<file path="src/rtl/lb_arbiter_pkg.sv">
// Shared state type and round-robin pick helper for the local-bus arbiter.
package lb_arbiter_pkg;

  typedef enum logic {IDLE = 1'b0, BUSY = 1'b1} arb_state_t;

  localparam int MAX_MST = 8;
  localparam int IDX_W   = 3;

  // First set bit of req at or after ptr, scanning cyclically over the n low bits.
  function automatic logic [IDX_W-1:0] rr_pick(input logic [MAX_MST-1:0] req,
                                               input logic [IDX_W-1:0]   ptr,
                                               input int                 n);
    int idx;
    rr_pick = ptr;
    for (int k = MAX_MST - 1; k >= 0; k--) begin
      if (k < n) begin
        idx = int'(ptr) + k;
        if (idx >= n) begin
          idx = idx - n;
        end
        if (req[idx[IDX_W-1:0]]) begin
          rr_pick = idx[IDX_W-1:0];
        end
      end
    end
  endfunction

endpackage

</file>
<file path="src/rtl/lb_arb_rr.sv">
// Per-channel round-robin grant FSM: holds one master's grant from IDLE until
// its transaction completes or the master withdraws its request.
module lb_arb_rr import lb_arbiter_pkg::*; #(
  parameter int N_MST = 2
) (
  input  logic                     clk,
  input  logic                     rst,
  input  logic [N_MST-1:0]         req,
  input  logic                     done,
  input  logic                     abort,
  output logic                     busy,
  output logic [$clog2(N_MST)-1:0] gnt
);

  localparam int GW = $clog2(N_MST);

  arb_state_t    state_r;
  logic [GW-1:0] gnt_r;
  logic [GW-1:0] ptr_r;
  logic [GW-1:0] pick_s;
  logic [GW-1:0] next_ptr_s;

  // Candidate grant for the next IDLE cycle and the pointer value after release.
  always_comb begin
    pick_s = GW'(rr_pick(MAX_MST'(req), IDX_W'(ptr_r), N_MST));
    if (gnt_r == GW'(N_MST - 1)) begin
      next_ptr_s = '0;
    end else begin
      next_ptr_s = gnt_r + GW'(1'b1);
    end
  end

  // Grant state machine; release advances the pointer past the retired master.
  always_ff @(posedge clk or posedge rst) begin
    if (rst) begin
      state_r <= IDLE;
      gnt_r   <= '0;
      ptr_r   <= '0;
    end else begin
      case (state_r)
        IDLE: begin
          if (|req) begin
            gnt_r   <= pick_s;
            state_r <= BUSY;
          end
        end
        BUSY: begin
          if (done || abort) begin
            state_r <= IDLE;
            ptr_r   <= next_ptr_s;
          end
        end
        default: state_r <= IDLE;
      endcase
    end
  end

  assign busy = (state_r == BUSY);
  assign gnt  = gnt_r;

endmodule

</file>
<file path="src/rtl/lb_arbiter.sv">
// Shares one LB slave port between N_MST masters; write and read channels are
// arbitrated independently, with a 1-cycle grant latency and no buffering.
module lb_arbiter import lb_arbiter_pkg::*; #(
  parameter  int N_MST  = 2,
  parameter  int ADDR_W = 32,
  parameter  int DATA_W = 32,
  localparam int STRB_W = DATA_W / 8
) (
  input  logic                    clk,
  input  logic                    rst,
  input  logic [N_MST-1:0]        m_lb_wen,
  input  logic [N_MST*ADDR_W-1:0] m_lb_waddr,
  input  logic [N_MST*DATA_W-1:0] m_lb_wdata,
  input  logic [N_MST*STRB_W-1:0] m_lb_wstrb,
  output logic [N_MST-1:0]        m_lb_wready,
  input  logic [N_MST-1:0]        m_lb_ren,
  input  logic [N_MST*ADDR_W-1:0] m_lb_raddr,
  output logic [N_MST*DATA_W-1:0] m_lb_rdata,
  output logic [N_MST-1:0]        m_lb_rvalid,
  output logic                    s_lb_wen,
  output logic [ADDR_W-1:0]       s_lb_waddr,
  output logic [DATA_W-1:0]       s_lb_wdata,
  output logic [STRB_W-1:0]       s_lb_wstrb,
  input  logic                    s_lb_wready,
  output logic                    s_lb_ren,
  output logic [ADDR_W-1:0]       s_lb_raddr,
  input  logic [DATA_W-1:0]       s_lb_rdata,
  input  logic                    s_lb_rvalid
);

  localparam int GW = $clog2(N_MST);

  logic          w_busy;
  logic          r_busy;
  logic [GW-1:0] w_gnt;
  logic [GW-1:0] r_gnt;
  logic          w_done;
  logic          w_abort;
  logic          r_done;
  logic          r_abort;

  assign w_done  = w_busy && m_lb_wen[w_gnt] && s_lb_wready;
  assign w_abort = w_busy && !m_lb_wen[w_gnt];
  assign r_done  = r_busy && s_lb_rvalid;
  assign r_abort = r_busy && !m_lb_ren[r_gnt];

  lb_arb_rr #(.N_MST(N_MST)) u_w_arb (
    .clk   (clk),
    .rst   (rst),
    .req   (m_lb_wen),
    .done  (w_done),
    .abort (w_abort),
    .busy  (w_busy),
    .gnt   (w_gnt)
  );

  lb_arb_rr #(.N_MST(N_MST)) u_r_arb (
    .clk   (clk),
    .rst   (rst),
    .req   (m_lb_ren),
    .done  (r_done),
    .abort (r_abort),
    .busy  (r_busy),
    .gnt   (r_gnt)
  );

  // Write channel routing; everything is quiet unless a grant is held.
  always_comb begin
    s_lb_wen    = 1'b0;
    s_lb_waddr  = '0;
    s_lb_wdata  = '0;
    s_lb_wstrb  = '0;
    m_lb_wready = '0;
    if (w_busy) begin
      s_lb_wen             = m_lb_wen[w_gnt];
      s_lb_waddr           = m_lb_waddr[w_gnt*ADDR_W +: ADDR_W];
      s_lb_wdata           = m_lb_wdata[w_gnt*DATA_W +: DATA_W];
      s_lb_wstrb           = m_lb_wstrb[w_gnt*STRB_W +: STRB_W];
      m_lb_wready[w_gnt]   = s_lb_wready;
    end else begin
      m_lb_wready = '0;
    end
  end

  // Read channel routing; ren drops on the completion cycle, and a stray rvalid
  // seen while idle never reaches any master.
  always_comb begin
    s_lb_ren    = 1'b0;
    s_lb_raddr  = '0;
    m_lb_rvalid = '0;
    m_lb_rdata  = '0;
    if (r_busy) begin
      s_lb_ren                            = m_lb_ren[r_gnt] && !s_lb_rvalid;
      s_lb_raddr                          = m_lb_raddr[r_gnt*ADDR_W +: ADDR_W];
      m_lb_rvalid[r_gnt]                  = s_lb_rvalid;
      m_lb_rdata[r_gnt*DATA_W +: DATA_W]  = s_lb_rdata;
    end else begin
      m_lb_rvalid = '0;
    end
  end

endmodule

</file>
<file path="config.mk">
export PLATFORM = sky130hd
export DESIGN_NAME = lb_arbiter
export DESIGN_NICKNAME = d
export VERILOG_FILES = /design/src/rtl/lb_arbiter_pkg.sv /design/src/rtl/lb_arb_rr.sv /design/src/rtl/lb_arbiter.sv
export SDC_FILE = /design/constraint.sdc
export NUM_CORES = 1
export LEC_CHECK = 0
export ABC_AREA = 0
export CAP_MARGIN = 20
export CORE_AREA = 5 5 156 158
export CTS_CLUSTER_DIAMETER = 200
export CTS_CLUSTER_SIZE = 14
export DETAILED_ROUTE_END_ITERATION = 8
export DIE_AREA = 0 0 161 163
export PLACE_DENSITY = 0.49
export SKIP_LAST_GASP = 1
export SYNTH_ARGS = -nofsm -noshare
export SYNTH_HDL_FRONTEND = slang
export SYNTH_SLANG_ARGS = --single-unit
</file>
<file path="constraint.sdc">
create_clock -name clk -period 1.8 [get_ports clk]
set_input_delay 0.36 -clock clk [delete_from_list [all_inputs] [get_ports clk]]
set_output_delay 0.36 -clock clk [all_outputs]
set_load 0.1 [all_outputs]
</file>
# Yosys cells after proc, flatten, opt, wreduce, memory -nomap -nowiden
# Cells that the tools add are included.
# op_classes
addsub	9
magnitude_cmp	12
shift	6
muxes	41
bitwise_logic	5
reduce_logical	19
# ops
op	n
64-bit by 7-bit indexed part select with 32-bit output	3
32-bit 2-to-1 mux	3
64-bit AND	1
32-bit by 3-bit greater-or-equal comparator with 1-bit output (second input constant)	2
64-bit 2-to-1 mux	1
32-bit by 34-bit variable shift with 64-bit output (first input constant)	1
32-bit by 34-bit indexed part select with 64-bit output	1
6-bit negator with 34-bit output	1
1-bit 2-to-1 mux	22
3-bit by 4-bit < comparator with 1-bit output (second input constant)	4
1-bit binary-select mux with 3-bit select	4
3-bit 2-to-1 mux	4
1-bit logical AND	8
2-bit AND reduction	4
8-bit by 4-bit indexed part select with 4-bit output	1
1-bit by 2-bit subtractor with 3-bit output (second input constant)	2
3-bit subtractor (second input constant)	2
1-bit by 1-bit adder with 2-bit output (second input constant)	2
2-bit AND	2
1-bit by 2-bit greater-or-equal comparator with 1-bit output (second input constant)	2
1-bit by 2-bit < comparator with 1-bit output (second input constant)	2
2-bit 2-to-1 mux	2
4-bit 2-to-1 mux	1
1-bit case mux with 2 select lines	2
7 further kinds	15
# totals
ff_bits	6
in_bits	240
output_inout_bits	170
elab_cells	98

# Longest topological paths before layout
# Gate-level depths: netlist (run 1).
# logic_depth
depth_word	7
mapped_depth	4
mapped_depth_nobuf	2

# Hierarchy
# Synthesis (run 1) repeated with hierarchy kept, for this count alone.
# hier_totals
hier_cells	337
hier_area_um2	2673.8
# by_module_without_submodules
mod	n_inst	cells_per_inst	area_per_inst_um2	seq_area_each_um2
lb_arbiter	1	313	2411.1	0.0
lb_arb_rr	2	12	131.4	75.1

# Worst setup path after synthesis (run 1)
# Ideal clock, no wire load.
# synth_path
path_kind	flip-flop to output port
start	register u_r_arb.gnt_r (netlist: u_r_arb.gnt)
end	output port s_lb_ren
arrival_time_ns	2.978
required_ns	1.440
slack_ns	-1.538
stages_incl_launch_ff	5
n_path_buf	2
cell_sequence	dfrtp_1 buf_4 buf_4 mux2i_1 nor3b_1
# synth_between
elab_chain_len	4
# synth_rtl
item	line	rtl
start: declaration	lb_arb_rr.sv:18	logic [GW-1:0] gnt_r;
start signal: assignment	lb_arb_rr.sv:43	gnt_r <= pick_s;
1-bit 2-to-1 mux (not written as such) (2 in a row)	lb_arbiter.sv:93	s_lb_ren = m_lb_ren[r_gnt] && !s_lb_rvalid;
1-bit logical AND	lb_arbiter.sv:93	
1-bit 2-to-1 mux	lb_arbiter.sv:92	if (r_busy) begin
end: declaration	lb_arbiter.sv:25	output logic s_lb_ren,
# Every way passes these cells. The select of a mux whose other input is x is not followed.

# Worst setup path in the final report (run 1)
# layout_path
start	register u_w_arb.gnt_r (netlist: u_w_arb.gnt)
end	output port s_lb_waddr[6]
# layout_between
elab_chain_len	2
# layout_rtl
item	line	rtl
start: declaration	lb_arb_rr.sv:18	
start signal: assignment	lb_arb_rr.sv:43	
64-bit by 7-bit indexed part select with 32-bit output	lb_arbiter.sv:76	s_lb_waddr = m_lb_waddr[w_gnt*ADDR_W +: ADDR_W];
32-bit 2-to-1 mux	lb_arbiter.sv:74	if (w_busy) begin
end: declaration	lb_arbiter.sv:21	output logic [ADDR_W-1:0] s_lb_waddr,
# Every way passes these cells.

==> results of run 1 <==
==> state kept, by name, indices dropped and copies added, names as in the netlist <==
register,flops
u_w_arb.ptr_r,1
u_w_arb.gnt,1
u_r_arb.gnt,1
u_w_arb.busy,1
u_r_arb.ptr_r,1
u_r_arb.busy,1
==> per-layer routing <==
layer	global-route usage (%)	routed length, um
met5	0	0
met2	26.5	10600
met1	12.7	6360
met4	1.28	68
met3	5.59	2000
==> timing repair <==
action / 4_1_cts / 5_1_grt
resized for setup: 63 / 48
hold endpoints to repair: 0 / 0
gates cloned: 3 / 4
pin swaps: 0 / 3
setup endpoints to repair: 161 / 162
buffers inserted: 7 / 3
==> final timing paths <==
kind                               start            end  slack (ps)  cells after the start
min                                  rst  u_r_arb.ptr_r         390                      2
max                          u_w_arb.gnt  s_lb_waddr[6]        -110                      5
min reg2reg                u_w_arb.ptr_r  u_w_arb.ptr_r         540                      1
max reg2reg                  u_w_arb.gnt  u_w_arb.ptr_r         450                      5
min in group clk           u_w_arb.ptr_r  u_w_arb.ptr_r         540                      1
max in group asynchronous            rst    u_w_arb.gnt        1140                      2
==> through the flow <==
step / cell area, um^2 / setup TNS (ps) / power (uW) / hold WS, ps / util (%)
global placement: 9520 / -13.6 / 17400 / 517 / 41.4
global route: 10300 / -15030 / 19800 / 434 / 45.0
CTS: 9990 / -10450 / 18700 / 395 / 43.5
floorplan: 3290 / -6880 / 11400 / 151 / -
detailed placement: 9520 / -14.5 / 17400 / 526 / 41.4
finish: 10300 / -7280 / 19200 / 385 / 45.0
==> placed cells by master, fill, tap and decap left out, types with 4 or more instances in the layout <==
master	instances
buf_6	4
buf_12	182
and2_2	26
clkbuf_16	6
and3_1	5
nor2b_1	7
clkdlybuf4s50_1	239
nor2b_4	66
nand2_1	4
buf_8	6
mux2i_4	17
nor2b_2	36
buf_4	13
and3_2	29
and2_4	4
mux2i_2	46
mux2i_1	39
==> worst max-delay path, stage by stage, from the launching register on <==
cell,delay [ps]
dfrtp_4,500
buf_8,160
buf_12,150
mux2i_1,130
nor2b_2,180
buf_12,190
==> kinds of logic after synthesis <==
logic type	share of synthesized area, %
flops	5.77
simple gates	44.1
mux	39.2
compound gates	2.50
buf+inv	8.46
==> power groups by stage <==
stage / registers (uW) / clock network (uW) / logic [uW]
after floorplan: 221 / 0 / 11100
after global placement: 369 / 0 / 17000
after detailed placement: 374 / 0 / 17100
after CTS: 280 / 370 / 18100
after global routing: 290 / 386 / 19100
final: 281 / 361 / 18600
==> final cells by class <==
| class | instances | area share [%] |
|---|---|---|
| clock buffers | 3 | 0.727 |
| inverters | 1 | 0.0363 |
| multi-input cells | 296 | 32.0 |
| flip-flops and latches | 6 | 1.53 |
| well taps | 290 | 3.51 |
| repair buffers | 450 | 62.2 |
==> reports/qor.yml, run 1 <==
status: "finished with violations"
violations: "setup timing"
ys.flop_type: "dfrtp_1"
ant_nets: 0
hold_violations: 0
tritoncts: "built"
postCtsHoldBufs: 0
synthDominantCellAreaShare_pct: 39.2
placed_cells: 1026
cp-end-kind: "output port"
htree_levels: 1
worstPathRequired_ps: 1440
power_density_nw_per_um2: 1860
dieArea_um2: 26200
grtUsageTotal_pct: 13.1
numCtsBuffers: 3
maxSlewHeadroom_pct: 79.8
drt_iter0_markers: 88
nNetsFinal: 998
antenna_found_initial: 0
worstPathMaxFanout: 8
fmax_mhz: 523
grt_pass1_wl_um: 27000
netlist_top_cells_area: "mux2i_1 (39%), nor2b_1 (26%), and3_1 (8.2%)"
layout-drive-gt1-share_pct: 58.9
synth.distinct_cells: 19
synth_edf_count: 0
ios: 410
drt_wl_total_um: 19000
fill_cells: 2063
core_area_um2: 23000
period_needed_ps: 1910
yosysSeqAreaShare_pct: 5.77
p_leak_uw: 0.00433
drc: 0
p_sw_uw: 11100
worst_ep_arrival_time_ps: 1550
cap_viol_max_count: 0
fin_cells: 1046
dp_hpwl_um: 15900
num_vias: 4084
synth.cell_area_um2: 2600
synth_cells: 338
p_comb_share_pct: 96.7
dr.pass1.iters: 4
synth_common_cells: "nor2b_1 (108), mux2i_1 (102), and3_1 (34)"
vdd_drop_max_v: 0.000985
start_kind: "flip-flop"
switching_share_pct: 57.9
grt_max_degree: 43
grt_pass1_vias: 4530
io_buffers: 409
multi_input_area_um2: 3310
place.gp.congestion: 0.789
synth_fp_nets: 578
crit_type: "flip-flop to output port"
fin_skew_ps: 0.0888
dp_slack_ps: -8.59
seqCellArea_um2: 158
diodes: 0
vias_per_cell: 3.90
tightest_slew_ps: 297
overflow: 0
syn_to_final_growth_pct: 297
die_h_um: 163
yosysMostFrequentCell: "nor2b_1"
setup_viol: 131
cts_root_buf: "clkbuf_16"
yosys_warnings: 0
worstSkewPairLatency_ps: 220
pwr-share-seq_pct: 1.5
p_int_uw: 8100
cts.clk_slew.worst_paths_ps: 40
hp-class: "input pin to async pin"
rsz0062_at_grt: "yes"
die_x_um: 161
synth-seq-cells: 6
synth_area_leader_cell: "mux2i_1"
rows: 56
clk_path_buf_depth: 2
avgRoutedWirePerCell_um: 18.2
final_max_slew_viol_count: 0
final.setup.worst_slack_ps: -112
pwr-share-clk_pct: 1.9
final.period_utilization_pct: 106
syn_area_per_cell_um2: 7.70
cts_sinks: 6
synth-async-reset-ratio_pct: 100
initial_core_util_pct: 11.3
Note: power is estimated with default switching activity, not from simulation.
==> run 2: changes to the inputs <==
--- a/config.mk
+++ b/config.mk
@@ -12,7 +12,8 @@
 export CTS_CLUSTER_SIZE = 14
 export DETAILED_ROUTE_END_ITERATION = 8
 export DIE_AREA = 0 0 161 163
-export PLACE_DENSITY = 0.49
+export PLACE_DENSITY = 0.51
+export SETUP_SLACK_MARGIN = 0.1
 export SKIP_LAST_GASP = 1
 export SYNTH_ARGS = -nofsm -noshare
 export SYNTH_HDL_FRONTEND = slang
==> constraint.sdc (replaced) <==
create_clock -name clk -period 1.65 [get_ports clk]
set_input_delay 0.33 -clock clk [delete_from_list [all_inputs] [get_ports clk]]
set_output_delay 0.33 -clock clk [all_outputs]
set_load 0.1 [all_outputs]
==> reports/qor.yml, run 2 (synthesis results as in run 1) <==
status: "finished with violations"
violations: "setup timing"
cp_slowest_cell: "dfrtp_2"
fin_area_um2: 10800  # +4.3%
final_common_cell: "clkdlybuf4s50_1"
p_sw_uw: 12400  # +11%
hp-class: "input pin to async pin"
finalSetupTns_ps: -23810  # -16,540 ps
mostFrequentLayoutCells: "clkdlybuf4s50_1 (237), buf_12 (185), nor2b_4 (102)"
power_density_nw_per_um2: 2020  # +8.3%
pwr-share-clk_pct: 1.8  # about the same
reg2reg_slack_ps: 260  # -190 ps
ant_nets: 0  # unchanged
syn_to_final_growth_pct: 314
clk_path_buf_depth: 2  # unchanged
core_area_um2: 23000  # unchanged
initial_core_util_pct: 11.3  # unchanged
cts_sinks: 6  # unchanged
grt_pass1_wl_um: 26800  # -0.74%
placed_cells: 1030  # +0.39%
ios: 410  # unchanged
rsz0062_at_grt: "yes"
final.setup.worst_slack_ps: -227  # -116 ps
fmax_mhz: 533
tritoncts: "built"
worst_ep_arrival_time_ps: 1550  # about the same
period_needed_ps: 1880
drc: 0  # unchanged
hold_violations: 0  # unchanged
slowest_delay_ps: 420  # -80 ps
cts.clk_slew.worst_paths_ps: 30  # about the same
io_buffers: 409  # unchanged
grt_pass1_vias: 4231  # -6.6%
dieArea_um2: 26200  # unchanged
r2r_end: "u_w_arb.busy"
fin_skew_ps: 0.181  # +0.0917 ps
worstSkewPairLatency_ps: 230  # about the same
rows: 56  # unchanged
crit_type: "flip-flop to output port"
layout-drive-gt1-share_pct: 62.8  # +4.0 points
maxSlewHeadroom_pct: 80.0  # +0.23 points
vdd_drop_max_v: 0.00107  # +8.6%
cap_viol_max_count: 0  # unchanged
reg2reg_from: "u_w_arb.gnt"
overflow: 0  # unchanged
cts_root_buf: "clkbuf_16"
drt_iter0_markers: 101  # +15%
switching_share_pct: 57.0  # -0.89 points
nNetsFinal: 1006  # +0.80%
worstPathMaxFanout: 6  # -2
grt_max_degree: 42  # -2.3%
reg2reg_depth: 4  # -1
cp-end-kind: "output port"
placed_cell_area_um2: 9800  # +2.9%
htree_levels: 1  # unchanged
crit_path_end: "s_lb_ren"
critPathLaunch: "u_r_arb.gnt"
die_h_um: 163  # unchanged
p_comb_share_pct: 96.7  # about the same
p_leak_uw: 0.00451  # +4.0%
p_int_uw: 9350  # +15%
worstPathRequired_ps: 1320  # -120 ps
vias_per_cell: 3.92  # +0.29%
tightest_slew_ps: 299  # +2.17 ps
pwr-share-seq_pct: 1.5  # about the same
num_vias: 4127  # +1.1%
setup_viol: 157  # +20%
start_kind: "flip-flop"
place.gp.congestion: 0.811  # +2.8%
antenna_found_initial: 0  # unchanged
drt_wl_total_um: 19400  # +2.3%
final_max_slew_viol_count: 0  # unchanged
die_x_um: 161  # unchanged
dr.pass1.iters: 4  # unchanged
dp_hpwl_um: 15600  # -2.4%
numCtsBuffers: 3  # unchanged
path_cells: "buf_12 -> buf_12 -> mux2i_2 -> nor3b_4 -> buf_12"
diodes: 0  # unchanged
critPathMostFrequentCell: "buf_12"
avgRoutedWirePerCell_um: 18.4  # +1.5%
dp_slack_ps: -58.9  # -50.3 ps
multi_input_area_um2: 3650  # +10%
final.period_utilization_pct: 114
grtUsageTotal_pct: 13.2  # +0.084 points
seqCellArea_um2: 158  # unchanged
fill_cells: 2060  # -0.15%
utilization_pct: 46.9  # +1.9 points
fin_cells: 1054  # +0.76%
[run 2: cell types whose count changed in the layout (fill, tap and decap cells not counted), sizes merged]
| cell | change |
|---|---|
| buf | +7 |
| bufbuf | +2 |
| clkbuf | -1 |
| clkdlybuf4s50 | -2 |
| dlygate4sd2 | +1 |
| dlymetal6s2s | +1 |
[run 2: per-layer routing]
layer / vias to the layer above / track usage, % / part of all wire [%]
li1: 1999 / - / -
met1: 1894 / 14.2 / 35
met2: 218 / 25.1 / 55
met3: 16 / 4.56 / 9.1
met4: 0 / 2.75 / 1.6
met5: - / 0 / 0
[run 2: layout make-up]
class,instances,share of cell area (%)
Clock buffer,3,0.696
Inverter,1,0.0348
Multi-Input combinational cell,296,33.9
Sequential cell,6,1.46
Tap cell,290,3.37
Timing Repair Buffer,458,60.6
[run 2: power groups by stage]
| stage | logic [uW] | registers (uW) | clock network [uW] |
|---|---|---|---|
| final | 21000 | 330 | 393 |
| after global routing | 21600 | 346 | 417 |
| after global placement | 19200 | 336 | 0 |
| after detailed placement | 19200 | 337 | 0 |
| after floorplan | 12700 | 243 | 0 |
| after CTS | 20800 | 324 | 403 |
[run 2: critical path, delay by kind of cell, from the launching register on]
kind / cells / cell delay [ps]
buffers and inverters: 3 / 510
flip-flops: 1 / 420
multiplexers: 1 / 170
AND/OR/NAND/NOR: 1 / 220
[run 2: worst min path at each step]
stage,slack [ps],from,endpoint
finish,360,rst,u_r_arb.ptr_r
global route,390,rst,u_r_arb.ptr_r
CTS,370,rst,u_r_arb.ptr_r
detailed placement,520,u_w_arb.ptr_r,u_w_arb.ptr_r
global placement,530,u_w_arb.ptr_r,u_w_arb.ptr_r
floorplan,120,rst,u_r_arb.busy
[run 2: through the flow]
step                      hold WS, ps  total power [uW]
after floorplan                   121             12900
after global placement            530             19500
after detailed placement          522             19500
after CTS                         372             21600
after global routing              389             22300
final                             356             21700
[run 2: timing repair]
item / in CTS / in global routing
cloned: 7 / 2
setup buffers: 12 / 4
resized for setup: 99 / 49
setup endpoints to repair: 170 / 170
hold endpoints to repair: 0 / 0
hold buffers: 0 / 0
pin swaps: 7 / 1
==> run 3: changes to the inputs <==
--- a/config.mk
+++ b/config.mk
@@ -13,6 +13,7 @@
 export DETAILED_ROUTE_END_ITERATION = 8
 export DIE_AREA = 0 0 161 163
 export PLACE_DENSITY = 0.51
+export REMOVE_ABC_BUFFERS = 1
 export SETUP_SLACK_MARGIN = 0.1
 export SKIP_LAST_GASP = 1
 export SYNTH_ARGS = -nofsm -noshare
==> reports/qor.yml, run 3 (synthesis results as in run 1) <==
status: "finished with violations"
violations: "setup timing"
cp_top_family: "flip-flops"
worstPathRequired_ps: 1320  # about the same
postCtsHoldBufs: 0  # unchanged
drt_iter0_markers: 84  # -17%
p_sw_uw: 11900  # -3.6%
grt_pass1_vias: 4240  # +0.21%
clk_path_buf_depth: 2  # unchanged
final_max_slew_viol_count: 0  # unchanged
slowest_delay_ps: 580  # +160 ps
setup_viol: 168  # +7.0%
worst_ep_arrival_time_ps: 1620  # +70 ps
cp_slowest_cell: "dfrtp_4"
dr.pass1.iters: 3  # -1
cap_viol_max_count: 0  # unchanged
fill_cells: 2149  # +4.3%
path_buf_inv: 3  # unchanged
cts_root_buf: "clkbuf_16"
worstPathMaxFanout: 7  # +1
p_int_uw: 8510  # -9.0%
finalSetupTns_ps: -37250  # -13,440 ps
worstSkewPairLatency_ps: 230  # about the same
die_h_um: 163  # unchanged
num_vias: 4138  # +0.27%
critPathMostFrequentCell: "buf_6"
die_x_um: 161  # unchanged
numCtsBuffers: 3  # unchanged
fin_skew_ps: 0.154  # -0.0266 ps
utilization_pct: 43.2  # -3.7 points
cp-end-kind: "output port"
hp-class: "input pin to async pin"
pwr-share-clk_pct: 2.1  # +0.3 points
p_comb_share_pct: 95.9  # -0.8 points
ios: 410  # unchanged
htree_levels: 1  # unchanged
syn_to_final_growth_pct: 281
initial_core_util_pct: 11.3  # unchanged
tightest_slew_ps: 347  # +47.3 ps
dp_hpwl_um: 16600  # +6.8%
pwr-share-seq_pct: 2.0  # +0.5 points
rows: 56  # unchanged
io_buffers: 409  # unchanged
maxSlewHeadroom_pct: 76.9  # -3.2 points
period_needed_ps: 1950  # +74.6 ps
grt_max_degree: 59  # +40%
place.gp.congestion: 0.756  # -6.8%
path_cells: "buf_6 -> buf_6 -> mux2i_1 -> nor2b_1 -> buf_12"
tritoncts: "built"
grt_pass1_wl_um: 28000  # +4.2%
avgRoutedWirePerCell_um: 19.3  # +4.7%
core_area_um2: 23000  # unchanged
cts_sinks: 6  # unchanged
rsz0062_at_grt: "yes"
final.period_utilization_pct: 118  # +4.5 points
cts.clk_slew.worst_paths_ps: 40  # about the same
drt_wl_total_um: 20400  # +5.0%
layout-drive-gt1-share_pct: 47.0  # -16 points
nNetsFinal: 1007  # +0.099%
hold_violations: 0  # unchanged
final_common_cell: "clkdlybuf4s50_1"
p_total_uw: 20500  # -5.9%
final.setup.worst_slack_ps: -302  # -74.6 ps
p_leak_uw: 0.00417  # -7.5%
overflow: 0  # unchanged
antenna_found_initial: 6  # +6
fmax_mhz: 512  # -3.8%
vdd_drop_max_v: 0.00113  # +5.6%
ant_nets: 0  # unchanged
power_density_nw_per_um2: 2060  # +2.1%
grtUsageTotal_pct: 14.1  # +0.93 points
dieArea_um2: 26200  # unchanged
mostFrequentLayoutCells: "clkdlybuf4s50_1 (239), buf_12 (181), mux2i_1 (87)"
drc: 0  # unchanged
reg2reg_slack_ps: 200  # -60 ps
vias_per_cell: 3.91  # about the same
switching_share_pct: 58.4  # +1.4 points
start_kind: "flip-flop"
crit_type: "flip-flop to output port"
==> run 3: worst paths after layout <==
| kind | from | cells after the start | endpoint |
|---|---|---|---|
| worst max-delay path | u_w_arb.gnt | 5 | s_lb_waddr[9] |
| worst min-delay path | rst | 2 | u_w_arb.gnt |
| worst max register to register | u_r_arb.gnt | 5 | u_r_arb.ptr_r |
| worst min register to register | u_r_arb.ptr_r | 1 | u_r_arb.ptr_r |
| max in group asynchronous | rst | 2 | u_w_arb.gnt |
| min in group clk | u_r_arb.ptr_r | 1 | u_r_arb.ptr_r |
==> run 3: metal layers <==
metal / global-route usage [%] / vias up / routed length, um
li1: - / 2005 / -
met1: 13.6 / 1855 / 6660
met2: 28.5 / 256 / 11200
met3: 5.44 / 22 / 2100
met4: 2.75 / 0 / 459
met5: 0 / - / 0
==> run 3: worst reg2reg max path, stage by stage (launching register included) <==
cell and delay [ps]:
dfrtp_2 540, nor2b_4 80, buf_6 130, buf_12 130
buf_4 130, a221o_1 310
==> run 3: final cells by class <==
class	count	area (um^2)	share of cell area, %
inverters	1	3.75	0.0378
clock buffers	4	78.8	0.794
diodes	1	2.50	0.0252
multi-input cells	296	2710	27.3
well taps	290	363	3.65
repair buffers	459	6610	66.6
flip-flops and latches	6	158	1.59
==> run 3: through the flow <==
| step | hold WS, ps | setup slack (ps) | instances | cell area (um^2) |
|---|---|---|---|---|
| 6_report | 361 | -302 | 1057 | 9930 |
| 5_1_grt | 411 | -356 | 1057 | 9930 |
| 4_1_cts | 396 | -316 | 1049 | 9550 |
| 3_5_place_dp | 524 | -237 | 1022 | 8760 |
| 3_3_place_gp | 526 | -218 | 1022 | 8760 |
| 2_1_floorplan | 121 | -2810 | 303 | 2390 |
==> run 3: timing repair <==
| action | in CTS | in global routing |
|---|---|---|
| gates cloned | 9 | 5 |
| endpoints found under the setup margin | 170 | 171 |
| buffers inserted | 14 | 7 |
| gates resized for setup | 98 | 89 |
| pin swaps | 18 | 2 |
==> run 3: power by group through the flow <==
| stage | Combinational, uW | Sequential [uW] | Clock [uW] |
|---|---|---|---|
| after global placement | 17500 | 332 | 0 |
| after detailed placement | 17500 | 333 | 0 |
| after global routing | 20200 | 424 | 454 |
| after CTS | 19100 | 391 | 441 |
| final | 19600 | 410 | 422 |
| after floorplan | 9520 | 792 | 0 |
